<file path="config.mk">
export PLATFORM = sky130hd
export DESIGN_NAME = bram_d_burst_arbiter
export DESIGN_NICKNAME = d
export VERILOG_FILES = /design/src/rtl/bram_d_burst_arbiter.sv
export SDC_FILE = /design/constraint.sdc
export NUM_CORES = 1
export LEC_CHECK = 0
export CORE_MARGIN = 8
export CORE_UTILIZATION = 40
export DETAILED_ROUTE_END_ITERATION = 12
export GPL_TIMING_DRIVEN = 0
export HOLD_SLACK_MARGIN = 0.08
export PLACE_DENSITY_LB_ADDON = 0.15
export RECOVER_POWER = 50
export SYNTH_ARGS = -nofsm -noshare
export SYNTH_HDL_FRONTEND = slang
export SYNTH_SLANG_ARGS = --single-unit
export TNS_END_PERCENT = 1
</file>
<file path="constraint.sdc">
create_clock -name clk -period 1.6 [get_ports clk]
set_input_delay 0.24 -clock clk [delete_from_list [all_inputs] [get_ports clk]]
set_output_delay 0.24 -clock clk [all_outputs]
set_load 0.02 [all_outputs]
</file>
<file path="src/rtl/bram_d_burst_arbiter.sv">
`default_nettype none
// ============================================================================
//  Module      : bram_d_burst_arbiter
//  Description : Round-robin burst arbiter in front of an asynchronous-read
//                weight ROM. Two requesters post (base, len) bursts; the
//                winner's words are streamed on a valid/ready port tagged
//                with the owner id and a last-beat flag.
//  Revision    : 1.0 - initial release
// ============================================================================
module bram_d_burst_arbiter #(
    parameter int RAM_WIDTH = 4,
    parameter int ADDR_BITS = 6,
    parameter int LEN_BITS  = 7
) (
    input  logic                 clk,
    input  logic                 rst,
    input  logic                 req0,
    input  logic [ADDR_BITS-1:0] base0,
    input  logic [LEN_BITS-1:0]  len0,
    input  logic                 req1,
    input  logic [ADDR_BITS-1:0] base1,
    input  logic [LEN_BITS-1:0]  len1,
    output logic                 gnt0,
    output logic                 gnt1,
    output logic [ADDR_BITS-1:0] rom_addr,
    input  logic [RAM_WIDTH-1:0] rom_data,
    output logic [RAM_WIDTH-1:0] out_data,
    output logic                 out_valid,
    input  logic                 out_ready,
    output logic                 out_id,
    output logic                 out_last,
    output logic                 done0,
    output logic                 done1,
    output logic                 busy
);

    localparam logic [1:0] S_IDLE   = 2'd0;
    localparam logic [1:0] S_STREAM = 2'd1;
    localparam logic [1:0] S_DONE   = 2'd2;

    localparam logic [LEN_BITS-1:0]  c_len_one  = LEN_BITS'(1);
    localparam logic [ADDR_BITS-1:0] c_addr_one = ADDR_BITS'(1);

    logic [1:0]           r_state;
    logic [ADDR_BITS-1:0] r_cur_addr;
    logic [LEN_BITS-1:0]  r_remaining;
    logic                 r_owner;
    logic                 r_last_served;
    logic                 r_zero_len;   // current burst was accepted with len==0
    logic                 r_gnt0;
    logic                 r_gnt1;
    logic                 r_done0;
    logic                 r_done1;

    logic                 w_any_req;
    logic                 w_sel;
    logic [ADDR_BITS-1:0] w_base_sel;
    logic [LEN_BITS-1:0]  w_len_sel;
    logic                 w_beat;
    logic                 w_last_beat;

    // Arbitration choice and beat detection; on a tie the requester not served last wins
    always_comb begin
        w_any_req   = req0 | req1;
        w_sel       = (req0 & req1) ? ~r_last_served : req1;
        w_base_sel  = w_sel ? base1 : base0;
        w_len_sel   = w_sel ? len1  : len0;
        w_beat      = (r_state == S_STREAM) & out_ready;
        w_last_beat = w_beat & (r_remaining == c_len_one);
    end

    // Burst FSM: accept in IDLE, walk the ROM in STREAM, pulse completion via DONE
    always_ff @(posedge clk) begin
        if (rst) begin
            r_state       <= S_IDLE;
            r_cur_addr    <= '0;
            r_remaining   <= '0;
            r_owner       <= 1'b0;
            r_last_served <= 1'b1;
            r_zero_len    <= 1'b0;
            r_gnt0        <= 1'b0;
            r_gnt1        <= 1'b0;
            r_done0       <= 1'b0;
            r_done1       <= 1'b0;
        end else begin
            r_gnt0  <= 1'b0;
            r_gnt1  <= 1'b0;
            r_done0 <= 1'b0;
            r_done1 <= 1'b0;
            case (r_state)
                S_IDLE: begin
                    if (w_any_req) begin
                        r_cur_addr  <= w_base_sel;
                        r_remaining <= w_len_sel;
                        r_owner     <= w_sel;
                        r_gnt0      <= ~w_sel;
                        r_gnt1      <= w_sel;
                        r_zero_len  <= (w_len_sel == '0);
                        r_state     <= (w_len_sel == '0) ? S_DONE : S_STREAM;
                    end
                end
                S_STREAM: begin
                    if (w_beat) begin
                        // Address wraps naturally modulo the ROM depth
                        r_cur_addr  <= r_cur_addr + c_addr_one;
                        r_remaining <= r_remaining - c_len_one;
                    end
                    if (w_last_beat) begin
                        r_state <= S_DONE;
                        r_done0 <= ~r_owner;
                        r_done1 <= r_owner;
                    end
                end
                S_DONE: begin
                    r_last_served <= r_owner;
                    r_state       <= S_IDLE;
                    // A zero-length burst has its grant in the DONE cycle, so its
                    // completion pulse lands one cycle later to keep them distinct
                    if (r_zero_len) begin
                        r_done0 <= ~r_owner;
                        r_done1 <= r_owner;
                    end
                end
                default: r_state <= S_IDLE;
            endcase
        end
    end

    assign rom_addr  = r_cur_addr;
    assign out_data  = rom_data;
    assign out_valid = (r_state == S_STREAM);
    assign out_last  = (r_state == S_STREAM) & (r_remaining == c_len_one);
    assign out_id    = r_owner;
    assign busy      = (r_state != S_IDLE);
    assign gnt0      = r_gnt0;
    assign gnt1      = r_gnt1;
    assign done0     = r_done0;
    assign done1     = r_done1;

endmodule
`default_nettype wire

</file>
==> run metrics, run 1 <==
Cells after Synth=178; initial antenna violation count=0; Synth area leader=dfxtp_1; routed vias=1680; Period Utilization, post-route=112%; CTS Buf Count=3; critical path arrival=1550 ps; largest net degree at the start of global routing=13; Max clock buf depth=2; delay-heaviest family, CP=simple AND/OR/NAND/NOR gates; Final Non-Filler Cells=284; type of the worst setup path=reg -> out; failing checks=setup timing; reg2reg setup slack=-170 ps; placed cell count=272; Hold Path Class=reg -> reg; HPWL Detailed=3640 microns; Mean Syn Cell Area=8.00 sq um; FP Rows=21; syn_nets=219; Fmax achieved=557 MHz; Worst setup startpoint=r_remaining[3]$_SDFFE_PP0P_; Synth top cells by count=nand2_1, dfxtp_1, a21oi_1; CTS Sinks=22; DR WL/cell=17.8 microns; Hold Buf Count CTS=0; final core occ=65.0%; first-pass detailed-route iteration total=4; die area=5720 sq um; RSZ-0062 raised after global routing=true; Area growth syn-to-layout=54.7%; setup slack after layout=-194 ps; predominant post-synthesis flop cell=dfxtp_1; Max-slew headroom=58.4%; Detailed Route WL=5040 microns; nets@finish=280; worst path bufs/invs=1; final clock skew=7.44 ps; Max stage delay on crit path=530 ps; Overall Global Routing Usage=17.6%; status=complete, but fails checks; Synth Register Bits=22; Fin Setup TNS=-939 ps; CTS root buffer=clkbuf_4; GRT Residual Overflow=0; Worst Path Max Fanout=3; CP required=1360 ps; synthesized cell area=1420 sq um; Seq/Total Area, Yosys=30.9%; global-route wire length before repair=7680 microns; Distinct cells, synth=47; hold_sp=r_remaining[1]$_SDFFE_PP0P_; Die Span X=75.7 microns; Hold EP=r_remaining[1]$_SDFFE_PP0P_; CP Capture Type=primary output; Post-synth ARST share=0%; Final setup viols=10; Worst-Margin Slew=625 ps; EDFF count, synth=0; CORE AREA=3390 sq um; CTS H-tree depth=1; port bufs=48; worst reg2reg startpoint=r_remaining[3]$_SDFFE_PP0P_; synth warn=0; worst reg2reg path depth=5; # IOs=53; Fill cells=294; maximum vdd drop=0.649 mV; GPL Wtd Cong=0.924; CTS clk-pin slew, worst paths=140 ps; Die Ht=75.7 microns; Worst R2R End=r_state[0]$_SDFFE_PP0P_; via/cell ratio=5.92; Max Cap Viol=0; vias in the first global route=1693; crit path launch type=flip-flop; hold depth=2; synth top area cells=dfxtp_1, a21oi_1, nand2_1; Power Density=1210 nW/um^2; Starting Density=42.0%; Max stage delay cell, worst path=or4_4; fin crit period=1790 ps; LEAKAGE=0.887 nW; proportion of layout cells with a drive suffix above 1=26.5%; Yosys top cell area share=30.9%; Worst-Skew Late Latency=320 ps; Routed Antenna Nets=0; CP Cell Sequence=or4_4 -> nor3_4 -> buf_6; Final Max Slew Viols=0; CTS tree=built; DR DRC count=0; top-count cell post-synth=nand2_1; Final Hold Vio Count=0; initial drt markers=136; diode count=0
[worst register-to-register path, stage by stage, from the launching register on]
cell and delay [ps]:
dfxtp_4 380, or4_4 530, buf_4 170, o31a_1 300
o211ai_1 180, o41ai_1 90
[per-stage QoR]
stage	cell area [sq um]	worst slack, ps	total power, mW	hold WS [ps]
4_1_cts	2160	-194	2.56	517
5_1_grt	2200	-220	2.82	540
3_5_place_dp	2000	-530	2.05	496
2_1_floorplan	1460	-140	1.62	462
6_report	2200	-194	2.67	505
3_3_place_gp	2000	-488	2.03	487
[power by group]
group	switching, mW	internal (mW)	leakage [nW]	total (mW)
registers	0.125	0.688	0.184	0.813
clock network	0.195	0.139	0.0210	0.334
logic	0.803	0.720	0.682	1.52
total	1.12	1.55	0.887	2.67
[cells in the final DEF, fill, tap and decap left out, drive strengths merged, types with 2 or more instances in the layout]
cell and count:
nand2 23, dlygate4sd3 4, mux2i 4, a21oi 19, a31oi 4, nor3 8, a311o 3, inv 10
or2 2, clkdlybuf4s15 2, o31a 3, nand3 6, o41ai 2, nor4 4, dlygate4sd2 5, clkbuf 10
dfxtp 22, nor2 8, o21ai 8, o32ai 3, buf 19, mux2 6, clkdlybuf4s50 32, or4 2
ha 6, o211ai 2, nand2b 3
[layout make-up]
type	instances	area, sq um	share of cell area [%]
Buffer	11	88.8	4.03
Inverter	10	40.0	1.82
Timing Repair Buffer	58	539	24.5
Tap cell	46	57.6	2.61
Sequential cell	22	455	20.7
Clock buffer	4	36.3	1.65
Multi-Input combinational cell	133	985	44.7
[what timing repair did]
action	4_1_cts	5_1_grt
endpoints found under the setup margin	24	22
setup buffers	8	2
gates resized for setup	39	24
pin swaps	5	8
endpoints found under the hold margin	0	0
[registers in the layout, summed over array words and instances (netlist names)]
register	flops
r_remaining	7
rom_addr	6
r_state	2
done0	1
done1	1
gnt0	1
gnt1	1
out_id	1
r_last_served	1
r_zero_len	1
[per-layer routing]
metal  share of wire [%]  GRT usage (%)
met5                   0              0
met4                 3.4           8.74
met1                  40           19.5
met2                  50           30.7
met3                 7.6           4.34
[worst max path at each step]
stage	to	slack, ps	cells after the start
2_1_floorplan	r_remaining[5]$_SDFFE_PP0P_	-140	8
3_3_place_gp	rom_addr[1]$_SDFFE_PP0P_	-490	5
3_5_place_dp	r_state[0]$_SDFFE_PP0P_	-530	7
4_1_cts	r_remaining[5]$_SDFFE_PP0P_	-190	8
5_1_grt	out_last	-220	3
6_report	out_last	-190	3
[logic make-up after synthesis]
family	count (synthesis)	synth area share, %
AO/OA/AOI/OAI	55	26.5
adder cells (fa/ha/maj)	6	5.27
buffers and inverters	23	7.64
flip-flops	22	30.9
multiplexers	10	7.56
AND/OR/NAND/NOR	62	22.1
No activity file was read; power rests on OpenSTA's default activity.
==> run 2, diff against run 1 <==
--- a/config.mk
+++ b/config.mk
@@ -9,7 +9,6 @@
 export CORE_UTILIZATION = 40
 export DETAILED_ROUTE_END_ITERATION = 12
 export GPL_TIMING_DRIVEN = 0
-export HOLD_SLACK_MARGIN = 0.08
 export PLACE_DENSITY_LB_ADDON = 0.15
 export RECOVER_POWER = 50
 export SYNTH_ARGS = -nofsm -noshare
==> results of run 2 <==
Same layout as run 1: the final DEF is identical, and so are final timing and power.
